### src/rtl/permutation_ctrl.sv
// permutation_ctrl: sequences the Ascon permutation datapath through one p^a or p^b run.
// Ports: clock_i/resetb_i (async active-low); start_i, mode_i (0=p^a, 1=p^b), hold_i, abort_i;
// select_o (load external state), round_o (round-constant index), enable_o (state update),
// busy_o (RUN), ready_o (start accepted), done_o (one-cycle completion pulse).
module permutation_ctrl #(
   parameter int ROUNDS_A = 12,
   parameter int ROUNDS_B = 6
) (
   input  logic       clock_i,
   input  logic       resetb_i,
   input  logic       start_i,
   input  logic       mode_i,
   input  logic       hold_i,
   input  logic       abort_i,
   output logic       select_o,
   output logic [3:0] round_o,
   output logic       enable_o,
   output logic       busy_o,
   output logic       ready_o,
   output logic       done_o
);
   typedef enum logic [1:0] {IDLE, RUN, DONE} state_t;
   // Rounds always finish at index 11, so a run of n rounds starts at 12-n.
   localparam logic [3:0] START_A = 4'(12 - ROUNDS_A);
   localparam logic [3:0] START_B = 4'(12 - ROUNDS_B);
   if (ROUNDS_A < 1 || ROUNDS_A > 12) begin : g_bad_a
      $error("ROUNDS_A must be 1..12");
   end
   if (ROUNDS_B < 1 || ROUNDS_B > 12) begin : g_bad_b
      $error("ROUNDS_B must be 1..12");
   end
   state_t     state, state_d;
   logic [3:0] cnt, cnt_d;
   logic       first, first_d;
   always_ff @(posedge clock_i or negedge resetb_i) begin
      if (!resetb_i) begin
         state <= IDLE;
         cnt   <= '0;
         first <= 1'b0;
      end else begin
         state <= state_d;
         cnt   <= cnt_d;
         first <= first_d;
      end
   end
   always_comb begin
      state_d = state;
      cnt_d   = cnt;
      first_d = first;
      if (abort_i) begin
         state_d = IDLE;
         cnt_d   = '0;
         first_d = 1'b0;
      end else if (state == RUN) begin
         if (!hold_i) begin
            first_d = 1'b0;
            state_d = (cnt == 4'd11) ? DONE : RUN;
            cnt_d   = (cnt == 4'd11) ? cnt : cnt + 4'd1;
         end
      end else if (start_i) begin
         state_d = RUN;
         cnt_d   = mode_i ? START_B : START_A;
         first_d = 1'b1;
      end else begin
         state_d = IDLE;
         cnt_d   = '0;
      end
   end
   assign busy_o   = state == RUN;
   assign ready_o  = state != RUN;
   assign done_o   = state == DONE;
   // hold_i gates the datapath update directly so a stall takes effect in the same cycle.
   assign enable_o = busy_o & ~hold_i;
   assign select_o = busy_o & first & ~hold_i;
   assign round_o  = busy_o ? cnt : (done_o ? 4'd11 : 4'd0);
endmodule

### config.mk
export PLATFORM = sky130hd
export DESIGN_NAME = permutation_ctrl
export DESIGN_NICKNAME = d
export VERILOG_FILES = /design/src/rtl/permutation_ctrl.sv
export SDC_FILE = /design/constraint.sdc
export NUM_CORES = 1
export LEC_CHECK = 0
export CORE_AREA = 2 2 39 41
export CTS_BUF_LIST = sky130_fd_sc_hd__clkbuf_2
export CTS_CLUSTER_DIAMETER = 80
export DETAILED_ROUTE_END_ITERATION = 7
export DIE_AREA = 0 0 41 43
export PLACE_DENSITY_LB_ADDON = 0.05
export SYNTH_ARGS = -nofsm -noshare
export SYNTH_HDL_FRONTEND = slang
export SYNTH_SLANG_ARGS = --single-unit
### constraint.sdc
create_clock -name clock_i -period 1.4 [get_ports clock_i]
set_input_delay 0.21 -clock clock_i [delete_from_list [all_inputs] [get_ports clock_i]]
set_output_delay 0.21 -clock clock_i [all_outputs]
set_load 0.1 [all_outputs]
Word level (Yosys, flattened, before mapping)

Cells that the tools add are included.

Word-level logic and storage cells: 34
Output and inout bits: 9
Bits of input ports: 6
Register bits: 7

Reduce and logical (&&, ||, !) cells: 3
Eq/ne operators: 6
Muxes and demuxes: 17
$add $sub $neg: 1
Bitwise gates (word level): 4

Operator list:

| kind                                                  | count |
|---|---|
| two-way mux 4 bit                                     | 6 |
| two-way mux 2 bit                                     | 4 |
| two-way mux 3 bit                                     | 2 |
| inequality test 3 bit, second input constant          | 2 |
| two-way mux 1 bit                                     | 5 |
| adder 4 x 1 -> 4 bit, second input constant           | 1 |
| equality test 4 bit, second input constant            | 1 |
| AND reduction 2 bit                                   | 2 |
| AND 1 bit                                             | 3 |
| nonzero test 3 bit                                    | 1 |
| equality test 2 x 1 -> 1 bit, second input constant   | 1 |
| equality test 2 bit, second input constant            | 1 |
| inequality test 2 x 1 -> 1 bit, second input constant | 1 |
| inverter 1 bit                                        | 1 |

Depth between registers and ports, before layout

Gate-level depths: netlist of run 1.

Depth after elaboration: 5
Mapped depth: 5
Gate-level depth less buffers: 4

Least setup slack after synthesis of run 1

Ideal clock, no wire load.

Path type: register -> output
From: register state[0]
To: output select_o
Path slack: -2.535 ns
Cell stages (with the launch flop): 6
Data arrival time: 3.725 ns
Data required time: 1.190 ns
Buffers on the path: 1
Path through: dfrtp_1 -> nor2b_1 -> buf_4 -> inv_1 -> nor2_1 -> and2_1

Word-level cells in the longest chain between the ends: 3

Ends and longest elaborated chain:

| what                         | RTL line | source |
|---|---|---|
| start: declaration           | 32       | `state_t state, state_d;` |
| start signal: assignment     | 41       | `state <= state_d;` |
| equality test 2 x 1 -> 1 bit | 69       | `assign busy_o = state == RUN;` |
| net busy_o                   | 18       | `output logic busy_o,` |
| AND 1 bit (2 in a row)       | 74       | `assign select_o = busy_o & first & ~hold_i;` |
| end: declaration             | 15       | `output logic select_o,` |

The timed path passes the listed nets, and every way through them passes these cells.

Worst setup path in the final report of run 1

From: register state[1]
To: output select_o

Word-level cells in the longest chain between the ends: 3

Ends and longest elaborated chain:

| what                         | RTL line |
|---|---|
| equality test 2 x 1 -> 1 bit | 69 |
| AND 1 bit (2 in a row)       | 74 |

Every way passes these cells.

==> impl_metrics.tcl, run 1 <==
set metrics [dict create \
    grt_pass1_vias 464 \
    io_pins 15 \
    synth_top_family_by_area "simple AND/OR/NAND/NOR gates" \
    multi_input_area_sq_um 269.0 \
    final_hold_viol_count 0 \
    drc 0 \
    crit_path_end "select_o" \
    reg2reg_slack_ns 0.02 \
    fillerInstances 110 \
    crit_arrival_ns 1.37 \
    track_usage_pct 17.31 \
    postSynthCellCount 44 \
    num_rows 14 \
    diodes 0 \
    peakVddDrop_v 0.0003654 \
    cts_max_level 1 \
    yosys.area.top_type "dfrtp_1" \
    rsz0062_at_grt "yes" \
    hold_class "primary input to async pin" \
    worst_slew_pin_slew_ns 0.3409 \
    die_w_microns 41 \
    endpoint_kind "output pin" \
    start_util_pct 30.83 \
    synth-edff-count 0 \
    placement.io_buffers 14 \
    ys_async_sr_fraction_pct 100.0 \
    dr.pass1.iters 4 \
    leakagePower_uw 0.0003976 \
    min_period_over_period_pct 112.5 \
    hpwlAfterDp_microns 902.5 \
    power_switching_uw 218.4 \
    yosysUniqueCellTypes 23 \
    gr-total-overflow 0 \
    r2r-end "cnt[2]$_DFFE_PN0P_" \
    pwr-share-clk_pct 26.4 \
    synth_compound_area_share_pct 22.29 \
    skew_ns 0.0007819 \
    grt_start_max_net_pins 10 \
    die_h_microns 43 \
    wl_per_cell_microns 12.71 \
    via_count 463 \
    viasPerCell 5.088 \
    synth_seq_area_share_pct 41.06 \
    setup_violations 8 \
    gp_congestion 0.7863 \
    worstRegToRegCells 7 \
    final_nets 83 \
    yosysMostFrequentCell "dfrtp_1" \
    cts_buffer_depth 2 \
    insertion_delay_ns 0.24 \
    core-area_sq_um 1384 \
    synthTopCellsByCount "dfrtp_1 (7), o21ai_0 (4)" \
    synth-seq-cells 7 \
    clock_sinks 7 \
    synthTopCellsByArea "dfrtp_1 (41%), a21o_1 (5.3%), o211ai_1 (5.3%)" \
    timing.fmax_mhz 634.9 \
    seq_area_sq_um 175.2 \
    syn-cell-area_sq_um 426.7 \
    slew_headroom_pct 77.20 \
    slew_viol_final 0 \
    drtIter0Drc 9 \
    cts_root_buf "clkbuf_2" \
    power_uw 603.7 \
    p_int_uw 385.3 \
    drive_above_1_share_pct 50.67 \
    p_seq_share_pct 36.5 \
    start_kind "register" \
    critPathKind "register to output pin" \
    hold_buffers 0 \
    cp.required_ns 1.19 \
    wl_microns 1157 \
    yosysWarnings 0 \
    reg2reg_from "state[1]$_DFFE_PN0P_" \
    antenna_found_initial 0 \
    cp-startpoint "state[1]$_DFFE_PN0P_" \
    synth_xor_area_share_pct 2.053 \
    dieArea_sq_um 1763 \
    dpl_cell_area_sq_um 768.2 \
    synth_ff_type "dfrtp_1" \
    synth_fa_ha_area_share_pct 2.933 \
    cp_max_fo 2 \
    synth.area.mux_share_pct 2.346 \
    cts_buffers 3 \
    fin_ws_ns -0.1751 \
    avgSynthCellArea_sq_um 9.697 \
    clk_pin_slew_worst_paths_ns 0.08 \
    status "finished with violations" \
    combPwrFrac_pct 37.0 \
    synth_top_area_share_pct 41.06 \
    syn_to_final_growth_pct 97.36 \
    ant_nets 0 \
    synthSimpleGateAreaFrac_pct 24.93 \
    power.density_nw_per_um2 716.9 \
    switching_share_pct 36.18 \
    fin_area_sq_um 842.1 \
    grt_pass1_wl_microns 1932 \
    cts_tree "done" \
    min_period_ns 1.575 \
    cap_violations 0 \
    synth_nets 51 \
    failed_checks "negative setup slack" \
]
cell type report:
type	count	area share (%)
timing repair buffer	28	40.71
multi-input combinational	33	31.95
sequential	7	20.80
clock buffer	4	2.377
tap	16	2.377
inverter	3	1.783
cells in the final DEF (no fill, tap or decap), drive strengths merged:
master and instances:
buf 23, dfrtp 7, clkdlybuf4s50 5, o21ai 4, clkbuf 4, a21o 3
o211ai 3, nor2 3, and2 3, nor2b 2, inv 2, a21oi 2
nand4b 2, clkinvlp 1, and3b 1, nor4b 1, xor2 1, nor3 1
nand2 1, a22oi 1, or3b 1, mux2i 1, or3 1, a211oi 1
ha 1
worst max-delay path, cell delays in order, from the launching register on:
cell and delay, ns:
dfrtp_1 0.41, nor2b_4 0.16, clkinvlp_4 0.12, nor2_4 0.10, and2_4 0.16, buf_12 0.16
power groups by stage:
stage	Clock, uW	Combinational, uW	Sequential [uW]
after floorplan	0	122	225
after global placement	0	207	224
after detailed placement	0	210	225
after CTS	159	213	221
after global routing	181	236	223
final	160	224	220
through the flow:
stage | setup TNS (ns) | setup slack (ns) | hold WS (ns) | std cells | utilization, %
floorplan | -6.797 | -1.216 | -0.08559 | 44 | -
global placement | -0.07086 | -0.04992 | 0.4919 | 83 | 55.52
detailed placement | -0.2415 | -0.1148 | 0.5033 | 83 | 55.52
CTS | -1.189 | -0.1797 | 0.2438 | 88 | 58.23
global route | -1.923 | -0.2440 | 0.2338 | 91 | 60.85
finish | -1.201 | -0.1751 | 0.2287 | 91 | 60.85
layer usage:
metal	vias up	global-route usage [%]	part of all wire, %
met3	5	5.236	6.5
met4	0	12.00	2.2
met5	-	0	0
met1	210	17.82	40
met2	25	27.81	51
li1	223	-	-
registers in the layout, summed over array words and instances, names as in the netlist:
register	count
first	1
state	2
cnt	4
cells by family after synthesis:
family,Yosys count
muxes,1
adders and majority gates,1
and+or+nand+nor,16
buffers and inverters,4
xor gates and xnor gates,1
AOI/OAI and AO/OA,14
DFF,7
how the worst min path moves through the flow:
stage	startpoint	end	slack [ns]	cells past startpoint
finish	resetb_i	cnt[2]$_DFFE_PN0P_	0.23	1
global route	resetb_i	state[0]$_DFFE_PN0P_	0.23	1
CTS	resetb_i	state[0]$_DFFE_PN0P_	0.24	1
detailed placement	resetb_i	state[1]$_DFFE_PN0P_	0.50	1
global placement	resetb_i	state[0]$_DFFE_PN0P_	0.49	1
floorplan	resetb_i	cnt[0]$_DFFE_PN0P_	-0.09	0
repair_timing:
item / CTS / global route
setup endpoints to repair: 11 / 11
pin swaps: 4 / 0
buffers inserted: 1 / 3
gates resized for setup: 3 / 3
Note: power is estimated with default switching activity, not from simulation.
==> inputs of run 2 (changes only) <==
--- a/config.mk
+++ b/config.mk
@@ -10,6 +10,7 @@
 export CTS_CLUSTER_DIAMETER = 80
 export DETAILED_ROUTE_END_ITERATION = 7
 export DIE_AREA = 0 0 41 43
+export GPL_ROUTABILITY_DRIVEN = 0
 export PLACE_DENSITY_LB_ADDON = 0.05
 export SYNTH_ARGS = -nofsm -noshare
 export SYNTH_HDL_FRONTEND = slang
==> results of run 2 <==
The final DEF is identical to that of run 1; final timing and power are the same.
